## src/rtl/alu_vectorial_pkg.sv

```systemverilog
// Shared types and default sizing for the vector ALU pipeline.
package alu_vectorial_pkg;

    localparam int unsigned DefaultLanes = 16;
    localparam int unsigned DefaultLw    = 8;

    typedef enum logic [2:0] {
        OP_ZERO   = 3'b000,
        OP_PASS_A = 3'b001,
        OP_ADD    = 3'b010,
        OP_SUB    = 3'b011,
        OP_MUL    = 3'b100,
        OP_DIV    = 3'b101,
        OP_ZERO2  = 3'b110,
        OP_PASS_B = 3'b111
    } op_e;

    typedef enum logic [1:0] {
        IDLE,
        DIV,
        DONE
    } state_e;

endpackage

```

## src/rtl/VectorialDivisionSeq.sv

```systemverilog
// Lane-parallel restoring divider: one quotient bit per lane per step, MSB first.
module VectorialDivisionSeq
    import alu_vectorial_pkg::*;
#(
    parameter int unsigned LANES = DefaultLanes,
    parameter int unsigned LW    = DefaultLw
) (
    input  logic                clk,
    input  logic                rst,
    input  logic                start,
    input  logic                step,
    input  logic [LANES*LW-1:0] a,
    input  logic [LANES*LW-1:0] b,
    output logic [LANES*LW-1:0] q
);

    logic [LANES*LW-1:0] rem_q, quot_q, dvs_q;
    logic [LANES*LW-1:0] rem_step, quot_step;
    logic [LANES-1:0]    dz_q, dz_d;

    for (genvar i = 0; i < LANES; i++) begin : g_lane
        logic [LW:0] trial;
        logic [LW:0] diff;
        logic        fits;

        // Shift the next dividend bit (taken from the quotient register MSB) into the remainder.
        assign trial = {rem_q[i*LW +: LW], quot_q[i*LW+LW-1]};
        assign diff  = trial - {1'b0, dvs_q[i*LW +: LW]};
        assign fits  = !diff[LW];

        assign rem_step[i*LW +: LW]  = fits ? diff[LW-1:0] : trial[LW-1:0];
        assign quot_step[i*LW +: LW] = {quot_q[i*LW +: LW-1], fits};
        assign dz_d[i]               = (b[i*LW +: LW] == '0);
        assign q[i*LW +: LW]         = dz_q[i] ? {LW{1'b1}} : quot_q[i*LW +: LW];
    end

    always_ff @(posedge clk) begin
        if (!rst) begin
            rem_q  <= '0;
            quot_q <= '0;
            dvs_q  <= '0;
            dz_q   <= '0;
        end else if (start) begin
            rem_q  <= '0;
            quot_q <= a;
            dvs_q  <= b;
            dz_q   <= dz_d;
        end else if (step) begin
            rem_q  <= rem_step;
            quot_q <= quot_step;
        end
    end

endmodule

```

## src/rtl/alu_vectorial_pipe.sv

```systemverilog
// Registered, handshaked vector ALU with iterative divide.
// Define ALUV_SAT_EN for per-lane saturating add/sub/mul.
module alu_vectorial_pipe
    import alu_vectorial_pkg::*;
#(
    parameter int unsigned LANES = DefaultLanes,
    parameter int unsigned LW    = DefaultLw
) (
    input  logic                clk,
    input  logic                rst,
    input  logic [LANES*LW-1:0] A,
    input  logic [LANES*LW-1:0] B,
    input  logic [2:0]          Sel,
    input  logic                in_valid,
    output logic                in_ready,
    output logic [LANES*LW-1:0] C,
    output logic                out_valid,
    input  logic                out_ready,
    output logic                busy
);

    localparam int unsigned N    = LANES * LW;
    localparam int unsigned CntW = (LW > 1) ? $clog2(LW) : 1;
    localparam logic [CntW-1:0] CntLast = CntW'(LW - 1);

    state_e          state_q, state_d;
    logic [CntW-1:0] cnt_q, cnt_d;
    logic [N-1:0]    c_q, c_d;
    logic            ov_q, ov_d;
    logic            busy_q, busy_d;

    logic [N-1:0] sc_res;
    logic [N-1:0] div_q;
    logic         accept;
    logic         div_start, div_step;
    op_e          op;

    assign op = op_e'(Sel);

    for (genvar i = 0; i < LANES; i++) begin : g_lane
        logic [LW-1:0] a_l, b_l, add_l, sub_l, mul_l, res_l;

        assign a_l = A[i*LW +: LW];
        assign b_l = B[i*LW +: LW];

`ifdef ALUV_SAT_EN
        logic [LW:0]     sum_w, dif_w;
        logic [2*LW-1:0] prod_w;

        assign sum_w  = {1'b0, a_l} + {1'b0, b_l};
        assign dif_w  = {1'b0, a_l} - {1'b0, b_l};
        assign prod_w = {{LW{1'b0}}, a_l} * {{LW{1'b0}}, b_l};
        assign add_l  = sum_w[LW] ? {LW{1'b1}} : sum_w[LW-1:0];
        assign sub_l  = dif_w[LW] ? '0 : dif_w[LW-1:0];
        assign mul_l  = (|prod_w[2*LW-1:LW]) ? {LW{1'b1}} : prod_w[LW-1:0];
`else
        assign add_l = a_l + b_l;
        assign sub_l = a_l - b_l;
        assign mul_l = a_l * b_l;
`endif

        always_comb begin
            res_l = '0;
            unique case (op)
                OP_PASS_A: res_l = a_l;
                OP_PASS_B: res_l = b_l;
                OP_ADD:    res_l = add_l;
                OP_SUB:    res_l = sub_l;
                OP_MUL:    res_l = mul_l;
                OP_ZERO, OP_ZERO2, OP_DIV: res_l = '0;
            endcase
        end

        assign sc_res[i*LW +: LW] = res_l;
    end

    VectorialDivisionSeq #(
        .LANES(LANES),
        .LW   (LW)
    ) u_div (
        .clk  (clk),
        .rst  (rst),
        .start(div_start),
        .step (div_step),
        .a    (A),
        .b    (B),
        .q    (div_q)
    );

    // Held low during reset so nothing is accepted into a block being cleared.
    assign in_ready = rst && (state_q == IDLE) && (!ov_q || out_ready);
    assign accept   = in_valid && in_ready;

    always_comb begin
        state_d   = state_q;
        cnt_d     = cnt_q;
        c_d       = c_q;
        ov_d      = ov_q && !out_ready;
        div_start = 1'b0;
        div_step  = 1'b0;

        unique case (state_q)
            IDLE: begin
                if (accept) begin
                    if (op == OP_DIV) begin
                        div_start = 1'b1;
                        cnt_d     = '0;
                        state_d   = DIV;
                    end else begin
                        c_d  = sc_res;
                        ov_d = 1'b1;
                    end
                end
            end
            DIV: begin
                div_step = 1'b1;
                if (cnt_q == CntLast) begin
                    cnt_d   = '0;
                    state_d = DONE;
                end else begin
                    cnt_d = cnt_q + 1'b1;
                end
            end
            DONE: begin
                if (!ov_q || out_ready) begin
                    c_d     = div_q;
                    ov_d    = 1'b1;
                    state_d = IDLE;
                end
            end
            default: state_d = IDLE;
        endcase

        busy_d = (state_d != IDLE);
    end

    always_ff @(posedge clk) begin
        if (!rst) begin
            state_q <= IDLE;
            cnt_q   <= '0;
            c_q     <= '0;
            ov_q    <= 1'b0;
            busy_q  <= 1'b0;
        end else begin
            state_q <= state_d;
            cnt_q   <= cnt_d;
            c_q     <= c_d;
            ov_q    <= ov_d;
            busy_q  <= busy_d;
        end
    end

    assign C         = c_q;
    assign out_valid = ov_q;
    assign busy      = busy_q;

endmodule

```

## config.mk

```make
export PLATFORM = sky130hd
export DESIGN_NAME = alu_vectorial_pipe
export DESIGN_NICKNAME = d
export VERILOG_FILES = /design/src/rtl/alu_vectorial_pkg.sv /design/src/rtl/VectorialDivisionSeq.sv /design/src/rtl/alu_vectorial_pipe.sv
export SDC_FILE = /design/constraint.sdc
export NUM_CORES = 2
export LEC_CHECK = 0
export ABC_CLOCK_PERIOD_IN_PS = 12650
export CORE_UTILIZATION = 30
export DETAILED_ROUTE_END_ITERATION = 12
export GPL_ROUTABILITY_DRIVEN = 0
export PLACE_DENSITY = 0.48
export SLEW_MARGIN = 0
export SYNTH_ARGS = -nofsm -noshare
export SYNTH_HDL_FRONTEND = slang
export SYNTH_HIERARCHICAL = 1
export SYNTH_SLANG_ARGS = --single-unit
```

## constraint.sdc

```tcl
create_clock -name clk -period 12.65 [get_ports clk]
set_clock_uncertainty 0.15 [all_clocks]
set_input_delay 1.265 -clock clk [delete_from_list [all_inputs] [get_ports clk]]
set_output_delay 1.265 -clock clk [all_outputs]
set_load 0.03 [all_outputs]
```

# Yosys cells after proc, flatten, opt, wreduce, memory -nomap -nowiden
# Index checks and enable logic that the tools add are counted.
[totals]
input_bits = 263
ff_bits = 535
out_inout_bits = 131
elab_cells = 209
[classes]
mul = 16
bitwise_logic = 1
eq_ne = 14
reduce_logical = 49
add_sub_neg = 49
mux = 71
[ops]
columns = ["cell", "n"]
rows = [
  ["one-hot mux 8 bit (6 select lines)", 16],
  ["two-way mux 128 bit", 5],
  ["two-way mux 8 bit", 32],
  ["one-hot mux 128 bit (2 select lines)", 1],
  ["subtractor 9 x 8 -> 9 bit", 16],
  ["adder 8 bit", 16],
  ["logical NOT 8 bit", 16],
  ["multiplier 8 x 8 -> 8 bit", 16],
  ["subtractor 8 bit", 16],
  ["logical NOT 1 bit", 18],
  ["== test 3 bit, second input constant", 5],
  ["two-way mux 3 bit", 3],
  ["two-way mux 2 bit", 4],
  ["nonzero test 2 bit", 4],
  ["two-way mux 1 bit", 7],
  ["== test 3 x 2 -> 1 bit, second input constant", 2],
  ["inequality test 2 bit, second input constant", 3],
  ["one-hot mux 2 bit (3 select lines)", 1],
  ["one-hot mux 3 bit (2 select lines)", 1],
  ["logical AND 1 bit", 4],
  ["AND reduction 4 bit", 1],
  ["adder 3 x 1 -> 3 bit, second input constant", 1],
  ["== test 3 x 1 -> 1 bit, second input constant", 1],
  ["logical NOT 3 bit", 1],
  ["other kinds (10)", 10],
]

# Depth between registers and ports, before layout
[logic_depth]
depth_word = 7
depth_mapped = 16
ltp_nobuf = 15

# By module
# The synthesis kept the hierarchy.
[by_module_without_submodules]
columns = ["mod", "seq_area_each_um2", "cells_per_inst", "n_inst", "area_each_um2"]
rows = [
  ["alu_vectorial_pipe", 2702.6, 3893, 1, 30606.9],
  ["VectorialDivisionSeq", 8007.7, 2766, 1, 24156.9],
]

# Worst setup path after synthesis
# OpenSTA, ideal clock, no wires.
[synth_timing]
kind = "input-to-reg"
from = "input B[66]"
to = "register c_q[71], in the netlist C[71]"
arrival_ns = 4.863
path_slack_ns = 7.506
required_time_ns = 12.369
cell_stages = 14
setup_time_ns = 0.131
cell_sequence = "clkbuf_1 > and2_1 > fa_1 > inv_1 > fa_1 > fa_1 > fa_1 > inv_1 > ha_1 > a21oi_1 > xnor3_1 > xnor3_1 > a221oi_1 > nor3_1"
[synth_between]
elab_chain_cells = 5
[synth_lines]
columns = ["element", "line_no", "text"]
rows = [
  ["start: declaration", "alu_vectorial_pipe.sv:12", "input logic [LANES*LW-1:0] B,"],
  ["multiplier 8 x 8 -> 8 bit (tied with other cells)", "alu_vectorial_pipe.sv:59", "assign mul_l = a_l * b_l;"],
  ["one-hot mux 8 bit (6 select lines) *", "alu_vectorial_pipe.sv:64", "unique case (op)"],
  ["two-way mux 128 bit *", "alu_vectorial_pipe.sv:105", "if (op == OP_DIV) begin"],
  ["two-way mux 128 bit *", "alu_vectorial_pipe.sv:104", "if (accept) begin"],
  ["one-hot mux 128 bit (2 select lines) *", "alu_vectorial_pipe.sv:102", "unique case (state_q)"],
  ["end signal: assignment", "alu_vectorial_pipe.sv:141", "c_q <= '0;"],
  ["end signal: assignment", "alu_vectorial_pipe.sv:147", "c_q <= c_d;"],
  ["end: declaration", "alu_vectorial_pipe.sv:28", "logic [N-1:0] c_q, c_d;"],
]
# Every way passes the cells marked *; elsewhere a longest branch is shown, timed or not. The select of a mux whose other input is x is not followed.
# A chain may end at the register's enable or synchronous reset.

# Worst setup path in the final report
[layout_timing]
from = "input B[67]"
to = "register c_q[71], in the netlist C[71]"
# Same word-level chain as after synthesis.

==> impl_metrics.toml <==
[drt]
viasPerCell = 5.38
drc_errors = 0
drt_iter0_drc = 3051
drt-wirelength-per-cell_um = 22.3
drtAntennaViolNets = 0
vias = 49600
finalWirelength_um = 206000
first_pass_iters = 5

[floorplan]
io_pins = 394
rows = 156
dieArea_um2 = 184000
die_y_um = 429
die_w_um = 429
start_util_pct = 30.3
core_um2 = 181000

[cells_and_area]
final_cell_mix = "inv_1, nand2_1, dfxtp_1"
drive_above_1_share_pct = 5.81
fillerInstances = 18900
fin_area_um2 = 63100
fin_util_pct = 34.9
area.growth.synth_to_final_pct = 15.2
layout_commonest_cell = "inv_1"
final_cells = 9216
nets = 7796

[grt]
grt_pass1_wl_um = 309000
grt_max_degree = 177
antenna_found_initial = 15
grtUsageTotal_pct = 21.7
grt.overflow.total = 0
first_global_vias = 48800

[cts]
cts.htree.levels = 3
clk_pin_slew_worst_paths_ps = 50
post_cts_buffers = 0
cts_tree = "done"
cts_buffers = 76
cts_sinks = 535
ctsResizeCount = 0
hold_buffers = 0
insertion_delay_ps = 690
cts-root-buf = "clkbuf_16"
clockBufferDepth = 3

[timing]
slew_headroom_pct = 26.7
holdWs_ps = 302
final_max_slew_viol_count = 0
worst_pin_slew_ps = 1100
fin_ws_ps = 7370
fin_crit_ps = 5280
final-setup-viol-count = 0
fmax_mhz = 190
fin_setup_tns_ps = 0
hold_violations = 0
grt_setup_unrepaired = "no"
fin_crit_sh_pct = 41.7

[synthesis]
ys_warn_count = 6
syn_nets = 7676
synth_area_leader_cell = "dfxtp_1"
synth_edf_count = 0
synth_area_leaders = "dfxtp_1, ha_1, fa_1"
async_flop_share_pct = 0
synth_area_um2 = 54800
synth.distinct_cells = 76
seq_area_frac_synth_pct = 19.6
syn_inst = 6659
synth_top_flop_cell = "dfxtp_1"
synth_top_area_share_pct = 19.6
ys_ff_latch = 535
avgSynthCellArea_um2 = 8.22

[place]
io_buffers = 393
dp_cells = 9071
place_ws_ps = 6640
post_dp_cell_area_um2 = 60500
dp_hpwl_um = 145000

[outcome]
outcome = "complete, no violations"

[setup_path]
path_class = "input port to flip-flop"
crit_path_frequent_cell = "fa_1"
worstPathCellList = "clkdlybuf4s50_1 > and2_1 > fa_1 > inv_1 > fa_1 > fa_1 > fa_1 > inv_1 > ha_1 > a21oi_1 > xnor3_1 > xnor3_1 > a221oi_1 > nor3_1"
worst_setup_path_end_kind = "flip-flop"
arrival_ps = 5650
critical-path-slowest-cell = "clkdlybuf4s50_1"
max_stage_delay_ps = 650
cp.required_ps = 13020
crit_family = "adder cells"
cp_max_fo = 12
critPathBufInv = 3
cp-start-kind = "input port"

[power]
max-vdd-ir-drop_v = 0.0000884
pwr_density_cell_nw_per_um2 = 101
total_leakage_power_nw = 26.9
p_sw_mw = 2.28
power_frac_comb_pct = 37.5
total_power_mw = 6.38
intPower_mw = 4.10
p_sw_share_pct = 35.7
clkPwrFrac_pct = 34.7
power_frac_seq_pct = 27.8

[worst_hold_path]
hp-class = "flip-flop to flip-flop"

[flow_run]
drv_cap = 0
-- Yosys cell counts (22+ instances only) --
| library cell | n |
|---|---|
| a211oi_1 | 32 |
| a21boi_0 | 22 |
| a21o_1 | 87 |
| a21oi_1 | 422 |
| a22oi_1 | 116 |
| a31oi_1 | 81 |
| and2_1 | 337 |
| and3_1 | 44 |
| buf_1 | 34 |
| buf_2 | 102 |
| clkbuf_1 | 256 |
| dfxtp_1 | 535 |
| fa_1 | 224 |
| ha_1 | 530 |
| inv_1 | 602 |
| mux2i_1 | 275 |
| nand2_1 | 540 |
| nand2b_1 | 64 |
| nand3_1 | 111 |
| nand4_1 | 44 |
| nor2_1 | 200 |
| nor2b_1 | 182 |
| nor3_1 | 90 |
| nor4_1 | 45 |
| o2111ai_1 | 57 |
| o211a_1 | 148 |
| o211ai_1 | 98 |
| o21a_1 | 98 |
| o21ai_0 | 289 |
| o21ai_1 | 27 |
| o221ai_1 | 25 |
| o22ai_1 | 36 |
| o31a_1 | 43 |
| or2_2 | 139 |
| or3_1 | 48 |
| xnor2_1 | 267 |
| xnor3_1 | 33 |
| xor2_1 | 110 |
-- cells by family (layout without fill, tap and decap cells) --
group,after synthesis,after routing,share of synthesized area (%)
simple gates,1944,1944,18.7
compound gates,1729,1729,21.6
flops,535,535,19.6
fa+ha+maj,754,754,20.3
other cells,0,8,0
mux,277,277,5.07
buf+inv,1009,1188,7.27
xor+xnor,411,411,7.44
-- power by group through the flow --
stage | clock network (mW) | registers (mW) | logic (mW)
after global placement | 0 | 1.81 | 2.37
after detailed placement | 0 | 1.81 | 2.39
after floorplan | 0 | 1.84 | 1.64
after CTS | 2.28 | 1.77 | 2.41
after global routing | 2.34 | 1.78 | 2.66
final | 2.21 | 1.77 | 2.39
-- worst paths after layout --
kind,from,end,cells past startpoint,slack [ps]
worst min register to register,C[105],C[105],2,300
worst max-delay path,B[67],C[71],14,7370
worst max register to register,out_valid,u_div/rem_q[63],9,8400
worst min-delay path,C[105],C[105],2,300
-- final cells by class --
class / instances / area, um^2 / share of cell area, %
Multi-Input combinational cell: 5115 / 40200 / 63.7
Sequential cell: 535 / 10700 / 17.0
Clock buffer: 107 / 2220 / 3.52
Antenna cell: 8 / 20.0 / 0.0317
Timing Repair Buffer: 448 / 4400 / 6.98
Inverter: 603 / 2280 / 3.61
Clock inverter: 30 / 298 / 0.472
Tap cell: 2370 / 2970 / 4.70
-- worst reg2reg max path, cell delays in order (launching register included) --
cell	delay, ps
dfxtp_1	340
nor2b_1	610
nor4_2	140
and3_4	360
inv_8	440
nand2_2	450
buf_4	420
nor2_2	900
a22oi_1	230
o31ai_1	110
-- sequential cells by signal (all words and copies together) (netlist names) --
signal / flops
u_div/dvs_q: 128
u_div/dz_q: 16
out_valid: 1
busy: 1
u_div/rem_q: 128
C: 128
u_div/quot_q: 128
cnt_q: 3
state_q: 2
-- routing by layer --
metal	global-route usage (%)	vias up	wire length [um]
li1	-	23600	-
met4	9.30	8	8410
met3	2.30	325	8490
met1	26.3	24400	86400
met5	0	-	46
met2	38.6	1293	103000
(Power assumes the default switching activity.)
